File: config.mk
export PLATFORM = sky130hd
export DESIGN_NAME = mips_lite_pipe
export DESIGN_NICKNAME = d
export VERILOG_FILES = /design/src/rtl/mips_lite_pkg.sv /design/src/rtl/mips_lite_alu.sv /design/src/rtl/mips_lite_pipe.sv
export SDC_FILE = /design/constraint.sdc
export NUM_CORES = 1
export LEC_CHECK = 0
export CORE_ASPECT_RATIO = 0.8
export CORE_MARGIN = 1.5
export CORE_UTILIZATION = 57
export CTS_BUF_LIST = sky130_fd_sc_hd__clkbuf_4
export DETAILED_ROUTE_END_ITERATION = 10
export PLACE_DENSITY_LB_ADDON = 0.25
export RECOVER_POWER = 100
export SLEW_MARGIN = 15
export SYNTH_ARGS = -nofsm -noshare
export SYNTH_HDL_FRONTEND = slang
export SYNTH_HIERARCHICAL = 1
export SYNTH_SLANG_ARGS = --single-unit
File: constraint.sdc
create_clock -name clk -period 9.5 [get_ports clk]
set_input_delay 0.95 -clock clk [delete_from_list [all_inputs] [get_ports clk]]
set_output_delay 0.95 -clock clk [all_outputs]
set_load 0.05 [all_outputs]
File: src/rtl/mips_lite_pkg.sv
// Shared opcodes, ALU op encoding and the architectural register map
// for the mips_lite pipeline.
package mips_lite_pkg;

    localparam logic [5:0] OP_RTYPE = 6'b000000;
    localparam logic [5:0] OP_ADDI  = 6'b001000;

    localparam logic [5:0] FN_ADD = 6'b100000;
    localparam logic [5:0] FN_SUB = 6'b100010;
    localparam logic [5:0] FN_AND = 6'b100100;
    localparam logic [5:0] FN_OR  = 6'b100101;
    localparam logic [5:0] FN_NOR = 6'b100111;
    localparam logic [5:0] FN_SLT = 6'b101010;
    localparam logic [5:0] FN_SLL = 6'b000000;
    localparam logic [5:0] FN_SRL = 6'b000010;

    typedef enum logic [2:0] {
        ALU_ADD,
        ALU_SUB,
        ALU_AND,
        ALU_OR,
        ALU_NOR,
        ALU_SLT,
        ALU_SLL,
        ALU_SRL
    } alu_op_t;

    localparam logic [4:0] REG_MAP [0:7] = '{
        5'd17, 5'd18, 5'd8, 5'd23, 5'd31, 5'd16, 5'd9, 5'd10
    };

    typedef struct packed {
        logic       hit;
        logic [2:0] idx;
    } reg_hit_t;

    // Only the first nregs map entries are architecturally visible.
    function automatic reg_hit_t reg_index(input logic [4:0] addr,
                                           input int nregs);
        reg_hit_t r;
        r = '0;
        for (int i = 7; i >= 0; i--) begin
            if (i < nregs && REG_MAP[i] == addr) begin
                r.hit = 1'b1;
                r.idx = 3'(i);
            end
        end
        return r;
    endfunction

endpackage

File: src/rtl/mips_lite_alu.sv
// Combinational ALU for mips_lite_pipe; ovf flags signed overflow
// on add/sub only.
module mips_lite_alu
    import mips_lite_pkg::*;
#(
    parameter int DATA_W = 32
) (
    input  alu_op_t           i_op,
    input  logic [DATA_W-1:0] i_a,
    input  logic [DATA_W-1:0] i_b,
    input  logic [4:0]        i_shamt,
    output logic [DATA_W-1:0] o_result,
    output logic              o_ovf
);

    always_comb begin
        o_result = '0;
        o_ovf    = 1'b0;
        case (i_op)
            ALU_ADD: begin
                o_result = i_a + i_b;
                o_ovf    = (i_a[DATA_W-1] == i_b[DATA_W-1]) &&
                           (o_result[DATA_W-1] != i_a[DATA_W-1]);
            end
            ALU_SUB: begin
                o_result = i_a - i_b;
                o_ovf    = (i_a[DATA_W-1] != i_b[DATA_W-1]) &&
                           (o_result[DATA_W-1] != i_a[DATA_W-1]);
            end
            ALU_AND: o_result = i_a & i_b;
            ALU_OR:  o_result = i_a | i_b;
            ALU_NOR: o_result = ~(i_a | i_b);
            ALU_SLT: o_result = {{(DATA_W-1){1'b0}},
                                 $signed(i_a) < $signed(i_b)};
            ALU_SLL: o_result = i_b << i_shamt;
            ALU_SRL: o_result = i_b >> i_shamt;
            default: o_result = '0;
        endcase
    end

endmodule

File: src/rtl/mips_lite_pipe.sv
// Three-stage MIPS-subset executor with sparse register file readback.
// Define OVF_TRAP_EN to turn signed add/sub/addi overflow into a fail.
module mips_lite_pipe
    import mips_lite_pkg::*;
#(
    parameter int DATA_W   = 32,
    parameter int NUM_REGS = 6,
    parameter int NUM_OUT  = 4
) (
    input  logic                      clk,
    input  logic                      rst,
    input  logic                      in_valid,
    input  logic [31:0]               instruction,
    input  logic [5*NUM_OUT-1:0]      output_reg,
    output logic                      out_valid,
    output logic [DATA_W*NUM_OUT-1:0] out_data,
    output logic                      instruction_fail
);

`ifdef OVF_TRAP_EN
    localparam logic OVF_TRAP = 1'b1;
`else
    localparam logic OVF_TRAP = 1'b0;
`endif
    localparam int IW = 3;

    logic                  r_s1_valid;
    logic [31:0]           r_s1_instr;
    logic [5*NUM_OUT-1:0]  r_s1_oreg;

    logic [5:0]            w_opc;
    logic [5:0]            w_fn;
    logic [4:0]            w_shamt;
    logic [DATA_W-1:0]     w_imm;
    reg_hit_t              w_rs_h;
    reg_hit_t              w_rt_h;
    reg_hit_t              w_rd_h;
    reg_hit_t              w_oh;
    alu_op_t               w_op;
    logic                  w_use_rs;
    logic                  w_use_imm;
    logic                  w_bad_op;
    logic                  w_oreg_ok;
    logic [IW*NUM_OUT-1:0] w_oidx;
    logic [IW-1:0]         w_dst_idx;
    logic                  w_fail;

    logic                  r_s2_valid;
    logic                  r_s2_fail;
    alu_op_t               r_s2_op;
    logic [IW-1:0]         r_s2_rs;
    logic [IW-1:0]         r_s2_rt;
    logic [IW-1:0]         r_s2_dst;
    logic                  r_s2_use_imm;
    logic [DATA_W-1:0]     r_s2_imm;
    logic [4:0]            r_s2_shamt;
    logic [IW*NUM_OUT-1:0] r_s2_oidx;

    logic [DATA_W-1:0]     w_a;
    logic [DATA_W-1:0]     w_b;
    logic [DATA_W-1:0]     w_alu_res;
    logic                  w_ovf;
    logic                  w_ex_fail;
    logic                  w_we;

    logic [DATA_W-1:0]     r_rf [NUM_REGS];
    logic                  r_s3_valid;
    logic                  r_s3_fail;
    logic [IW*NUM_OUT-1:0] r_s3_oidx;
    logic [DATA_W*NUM_OUT-1:0] w_rd_data;

    always_ff @(posedge clk) begin
        if (rst) begin
            r_s1_valid <= 1'b0;
            r_s1_instr <= '0;
            r_s1_oreg  <= '0;
        end else begin
            r_s1_valid <= in_valid;
            r_s1_instr <= instruction;
            r_s1_oreg  <= output_reg;
        end
    end

    assign w_opc   = r_s1_instr[31:26];
    assign w_fn    = r_s1_instr[5:0];
    assign w_shamt = r_s1_instr[10:6];
    assign w_imm   = DATA_W'($signed(r_s1_instr[15:0]));
    assign w_rs_h  = reg_index(r_s1_instr[25:21], NUM_REGS);
    assign w_rt_h  = reg_index(r_s1_instr[20:16], NUM_REGS);
    assign w_rd_h  = reg_index(r_s1_instr[15:11], NUM_REGS);

    always_comb begin
        w_op      = ALU_ADD;
        w_use_rs  = 1'b1;
        w_use_imm = 1'b0;
        w_bad_op  = 1'b0;
        case (w_opc)
            OP_RTYPE: begin
                case (w_fn)
                    FN_ADD: w_op = ALU_ADD;
                    FN_SUB: w_op = ALU_SUB;
                    FN_AND: w_op = ALU_AND;
                    FN_OR:  w_op = ALU_OR;
                    FN_NOR: w_op = ALU_NOR;
                    FN_SLT: w_op = ALU_SLT;
                    FN_SLL: begin
                        w_op     = ALU_SLL;
                        w_use_rs = 1'b0;
                    end
                    FN_SRL: begin
                        w_op     = ALU_SRL;
                        w_use_rs = 1'b0;
                    end
                    default: w_bad_op = 1'b1;
                endcase
            end
            OP_ADDI: w_use_imm = 1'b1;
            default: w_bad_op = 1'b1;
        endcase
    end

    always_comb begin
        w_oreg_ok = 1'b1;
        w_oidx    = '0;
        w_oh      = '0;
        for (int k = 0; k < NUM_OUT; k++) begin
            w_oh = reg_index(r_s1_oreg[5*k +: 5], NUM_REGS);
            w_oreg_ok = w_oreg_ok & w_oh.hit;
            w_oidx[IW*k +: IW] = w_oh.idx;
        end
    end

    // Shifts ignore rs, addi ignores rd; only used fields must be legal.
    assign w_dst_idx = w_use_imm ? w_rt_h.idx : w_rd_h.idx;
    assign w_fail = w_bad_op
                  | (w_use_rs & ~w_rs_h.hit)
                  | ~w_rt_h.hit
                  | (~w_use_imm & ~w_rd_h.hit)
                  | ~w_oreg_ok;

    always_ff @(posedge clk) begin
        if (rst) begin
            r_s2_valid   <= 1'b0;
            r_s2_fail    <= 1'b0;
            r_s2_op      <= ALU_ADD;
            r_s2_rs      <= '0;
            r_s2_rt      <= '0;
            r_s2_dst     <= '0;
            r_s2_use_imm <= 1'b0;
            r_s2_imm     <= '0;
            r_s2_shamt   <= '0;
            r_s2_oidx    <= '0;
        end else begin
            r_s2_valid   <= r_s1_valid;
            r_s2_fail    <= w_fail;
            r_s2_op      <= w_op;
            r_s2_rs      <= w_rs_h.idx;
            r_s2_rt      <= w_rt_h.idx;
            r_s2_dst     <= w_dst_idx;
            r_s2_use_imm <= w_use_imm;
            r_s2_imm     <= w_imm;
            r_s2_shamt   <= w_shamt;
            r_s2_oidx    <= w_oidx;
        end
    end

    assign w_a = r_rf[r_s2_rs];
    assign w_b = r_s2_use_imm ? r_s2_imm : r_rf[r_s2_rt];

    mips_lite_alu #(
        .DATA_W(DATA_W)
    ) u_alu (
        .i_op    (r_s2_op),
        .i_a     (w_a),
        .i_b     (w_b),
        .i_shamt (r_s2_shamt),
        .o_result(w_alu_res),
        .o_ovf   (w_ovf)
    );

    assign w_ex_fail = r_s2_fail | (OVF_TRAP & w_ovf);
    assign w_we      = r_s2_valid & ~w_ex_fail;

    always_ff @(posedge clk) begin
        if (rst) begin
            for (int i = 0; i < NUM_REGS; i++) begin
                r_rf[i] <= '0;
            end
            r_s3_valid <= 1'b0;
            r_s3_fail  <= 1'b0;
            r_s3_oidx  <= '0;
        end else begin
            if (w_we) begin
                r_rf[r_s2_dst] <= w_alu_res;
            end
            r_s3_valid <= r_s2_valid;
            r_s3_fail  <= w_ex_fail;
            r_s3_oidx  <= r_s2_oidx;
        end
    end

    always_comb begin
        w_rd_data = '0;
        for (int k = 0; k < NUM_OUT; k++) begin
            w_rd_data[DATA_W*k +: DATA_W] = r_rf[r_s3_oidx[IW*k +: IW]];
        end
    end

    always_ff @(posedge clk) begin
        if (rst) begin
            out_valid        <= 1'b0;
            instruction_fail <= 1'b0;
            out_data         <= '0;
        end else begin
            out_valid        <= r_s3_valid;
            instruction_fail <= r_s3_valid & r_s3_fail;
            out_data         <= (r_s3_valid & ~r_s3_fail) ? w_rd_data : '0;
        end
    end

endmodule

# After elaboration in Yosys (flattened, before gate mapping)
# Memory sizes are Yosys's and may differ from the RTL's. A register that Yosys moved wholly into a read port is not among the register bits.
# Cells that the tools add are included.
# W data, S select, Z words.
# classes
n_addsub	2
magnitude_cmp	1
eq_ne	57
n_shift	2
n_mux	60
bitwise_logic	24
reduce_logical	23
# ops
cell	n
$pmux W32 S8	1
$eq A5 B5 Y1 const A	35
$mux W4	42
$mux W32	2
$eq A6 B6 Y1 const B	6
$eq A4 B5 Y1 const A	7
$add A32 B32 Y32	1
$and A32 B32 Y32	1
$lt A32 B32 Y1	1
$not A32 Y32	1
$or A32 B32 Y32	1
$reduce_or A32 Y1	1
$shl A32 B5 Y32	1
$shr A32 B5 Y32	1
$sub A32 B32 Y32	1
$reduce_or A5 Y1	5
$pmux W3 S7	1
$reduce_or A2 Y1	8
$reduce_or A3 Y1	5
$eq A3 B3 Y1 const B	4
$logic_not A6 Y1	2
$mux W1	10
$mux W3	3
$not A1 Y1	9
other kinds (9)	20
# word_totals
reg_bits	114
ram_bits	192
input_bits	55
output_inout_bits	130
mem_count	1
# mem_list
name	words	width	rd	rd_ports_with_merged_regs	write_ports	line_no	rtl
r_rf	6	32	6	5	6	mips_lite_pipe.sv:66	logic [DATA_W-1:0] r_rf [NUM_REGS];

# Longest topological paths before layout
# depth
word_depth	13
ltp_mapped	20
ltp_nobuf	17

# By module
# The synthesis kept the hierarchy.
# by_module_without_submodules
mod	instances	cells_per_inst	area_per_inst_um2	seq_area_each_um2
mips_lite_pipe	1	1911	27127.3	12492.0
mips_lite_alu	1	1166	8225.4	0.0

# Least setup slack after synthesis
# Ideal clock, no wire load.
# synth_path
kind	reg2reg
from	reg (tool-made name)
to	mem r_rf[5][30] (data pin)
setup_ns	0.261
arrival_ns	3.988
slack_ns	5.252
stages_incl_launch_ff	19
path_buffers	2
synth_period_minus_slack_ns	4.248
path_cell_list	dfxtp_1 -> buf_6 -> buf_2 -> mux4_2 -> mux2i_1 -> o21ai_1 -> ha_1 -> fa_1 -> a21oi_1 -> o221a_2 -> o211ai_1 -> a221oi_2 -> o211ai_1 -> and3_1 -> a311oi_1 -> xor2_1 -> o211ai_1 -> nand2_1 -> inv_1
# synth_rtl
item	line_no
to (decl)	mips_lite_pipe.sv:66

==> impl_results.md <==
- Status: finished, violations left
- Violated checks: max-capacitance violations, max-slew violations
- Post-cts repair resize count: 0
- Hold WC Path Type: register to register
- DRC violations left: 0
- Detail Route Antenna Nets: 0
- Gr ovfl total: 0
- Clk buf depth: 3
- Clk Latency, worst-skew pair: 940 ps
- Fin area: 39030 µm²
- # rows: 81
- Element type at the critical path end: register
- Post-synthesis instance area: 35320 µm²
- Cell Int Power: around 3.6 mW
- Placed cell area: approximately 38000 µm²
- Hold path depth: 1
- Crit path DAT: roughly 8700 ps
- Worst setup SP type: input port
- Postcts setup bufs: 0
- Reg power frac: approximately 45%
- Synth Area per Inst: between 10 and 15 µm²
- Worst-path clk slew: 70 ps
- Initial antenna violation count: 5
- Vias in the first global route: between 20000 and 30000
- Starting Density: around 58%
- Tcrit/Tclk final: roughly 87%
- Hold path endpoint: r_s2_imm[10]$_SDFF_PP0_
- Max rail drop VDD: about 0.00012 V
- Normalized max-slew margin: -118.4%
- Nets@finish: approximately 3300
- Most frequent cells in the layout: nor2_1, mux4_2, edfxtp_1
- Combinational share of power: a little over a fifth
- Io pins: approximately 190
- Setup slack, reg-to-reg: around 1500 ps
- CTS Buf Count: 118
- Hold Buf Count CTS: 0
- Root Buffer: clkbuf_4
- Final critical-path setup slack: about 1300 ps
- RSZ-0062 raised after global routing: no
- Clock Skews: between 80 and 90 ps
- Crit path from: rst
- Most common cell after layout, fill and taps aside: nor2_1
- Post-Route WL: about 130 mm
- Wire per inst: roughly 32 µm
- Pwr/cell area: between 100 and 150 nW/µm²
- Clk pwr share: 33.6%
- DR vias: roughly 30000
- DP Worst Slack: 2859 ps
- CP Max Fanout: 57
- Max-cap viol count: 16
- Die width: roughly 280 µm
- Hold Vio Cnt, Final: 0
- Filler cell count: around 4800
- Hold Crit Start: r_s1_instr[10]$_SDFF_PP0_
- H-tree depth: 3
- Initial DRC count: around 4000
- Post-synth net total: 3226
- TritonCTS clock tree: yes
- First-pass GRT wire length: between 150 and 200 mm
- FMAX: ~120 MHz
- Sw Share: approximately a third
- Die height: 225.6 µm
- Share of post-route cells with drive strength above 1: 23.23%
- Switching Power: roughly 1.7 mW
- Drt first pass iters: 7
- Core Box Area: 61210 µm²
- Critical setup path kind: input port to register
- Setup violators final: 0
- Post-DP HPWL: 89.10 mm
- Layout area overhead: 10.50%
- Sum of negative setup slack: 0 ps
- FF-to-FF End: r_rf[7][24]$_DFFE_PP_
- Cells after Synth: between 3000 and 4000
- GRT Resource Usage Total: 41.54%
- Sink Count: 496
- Worst Max-Slew Pin Slew: between 3000 and 4000 ps
- Tmin final: approximately 8200 ps
- R2R cell count: 16
- Fin util: 63.76%
- Vias/cell: around 7
- YS warnings: 6
- RD Place Congestion: ~1.0
- Die area: approximately 63000 µm²
- CP required: about 9900 ps
- Max-slew violations: between 600 and 700
- Largest net degree at the start of global routing: 75
- IO buf count: around 180
- Leakage power: 13.57 nW
power by group through the flow:
stage | registers [mW] | clock network, mW | logic (mW)
global route | 2.39 | 1.91 | 1.17
global placement | 2.42 | 0 | 1.09
CTS | 2.38 | 1.80 | 1.10
finish | 2.39 | 1.78 | 1.13
floorplan | 2.39 | 0 | 0.720
detailed placement | 2.43 | 0 | 1.09
cell type report:
type | instances | area, µm² | share of cell area (%)
multi-input combinational | 2193 | 21090 | 54.03
sequential | 496 | 12550 | 32.16
timing repair buffer | 251 | 2282 | 5.848
clock buffer | 181 | 1359 | 3.482
tap | 830 | 1039 | 2.661
inverter | 134 | 503.0 | 1.289
clock inverter | 38 | 202.7 | 0.5194
antenna | 2 | 5.005 | 0.01282
worst max-delay path by stage:
stage                                 to  slack (ps)  cells after the start
6_report        r_rf[4][9]$_SDFFCE_PN0P_        1260                      7
2_1_floorplan      r_rf[5][30]$_DFFE_PP_        5250                     18
4_1_cts        r_rf[0][30]$_SDFFCE_PN0P_        2830                     16
3_3_place_gp   r_rf[2][30]$_SDFFCE_PN0P_        2950                     17
3_5_place_dp   r_rf[0][30]$_SDFFCE_PN0P_        2860                     16
5_1_grt         r_rf[4][9]$_SDFFCE_PN0P_        1320                      7
routing by layer:
| layer | global-route usage, % | vias to the layer above | part of all wire (%) |
|---|---|---|---|
| met5 | 0 | - | 0.038 |
| met1 | 55.05 | 14371 | 36 |
| met2 | 59.37 | 2528 | 42 |
| met3 | 15.97 | 443 | 16 |
| met4 | 21.51 | 8 | 6.2 |
| li1 | - | 12083 | - |
flip-flops by register name, indices dropped and copies added, names as in the netlist, 3 cells and up, named ones only:
register and count:
out_data 128, r_rf 256, r_s1_instr 32, r_s1_oreg 20, r_s2_dst 3, r_s2_imm 16, r_s2_oidx 12, r_s2_op 3
r_s2_rs 3, r_s3_oidx 12
per-stage QoR:
stage	power, mW	hold slack, ps	std cells
floorplan	3.115	413.8	3073
global placement	3.503	415.3	3904
detailed placement	3.515	425.1	3904
CTS	5.275	437.6	4123
global route	5.475	442.0	4124
finish	5.300	435.5	4125
worst max-delay path, cell delays in order:
cell	delay, ps
clkbuf_1	830
nor2b_4	320
clkbuf_1	2100
and2b_1	400
and3_1	1590
or2_1	220
clkbuf_1	2200
Note: power is estimated with default switching activity, not from simulation.
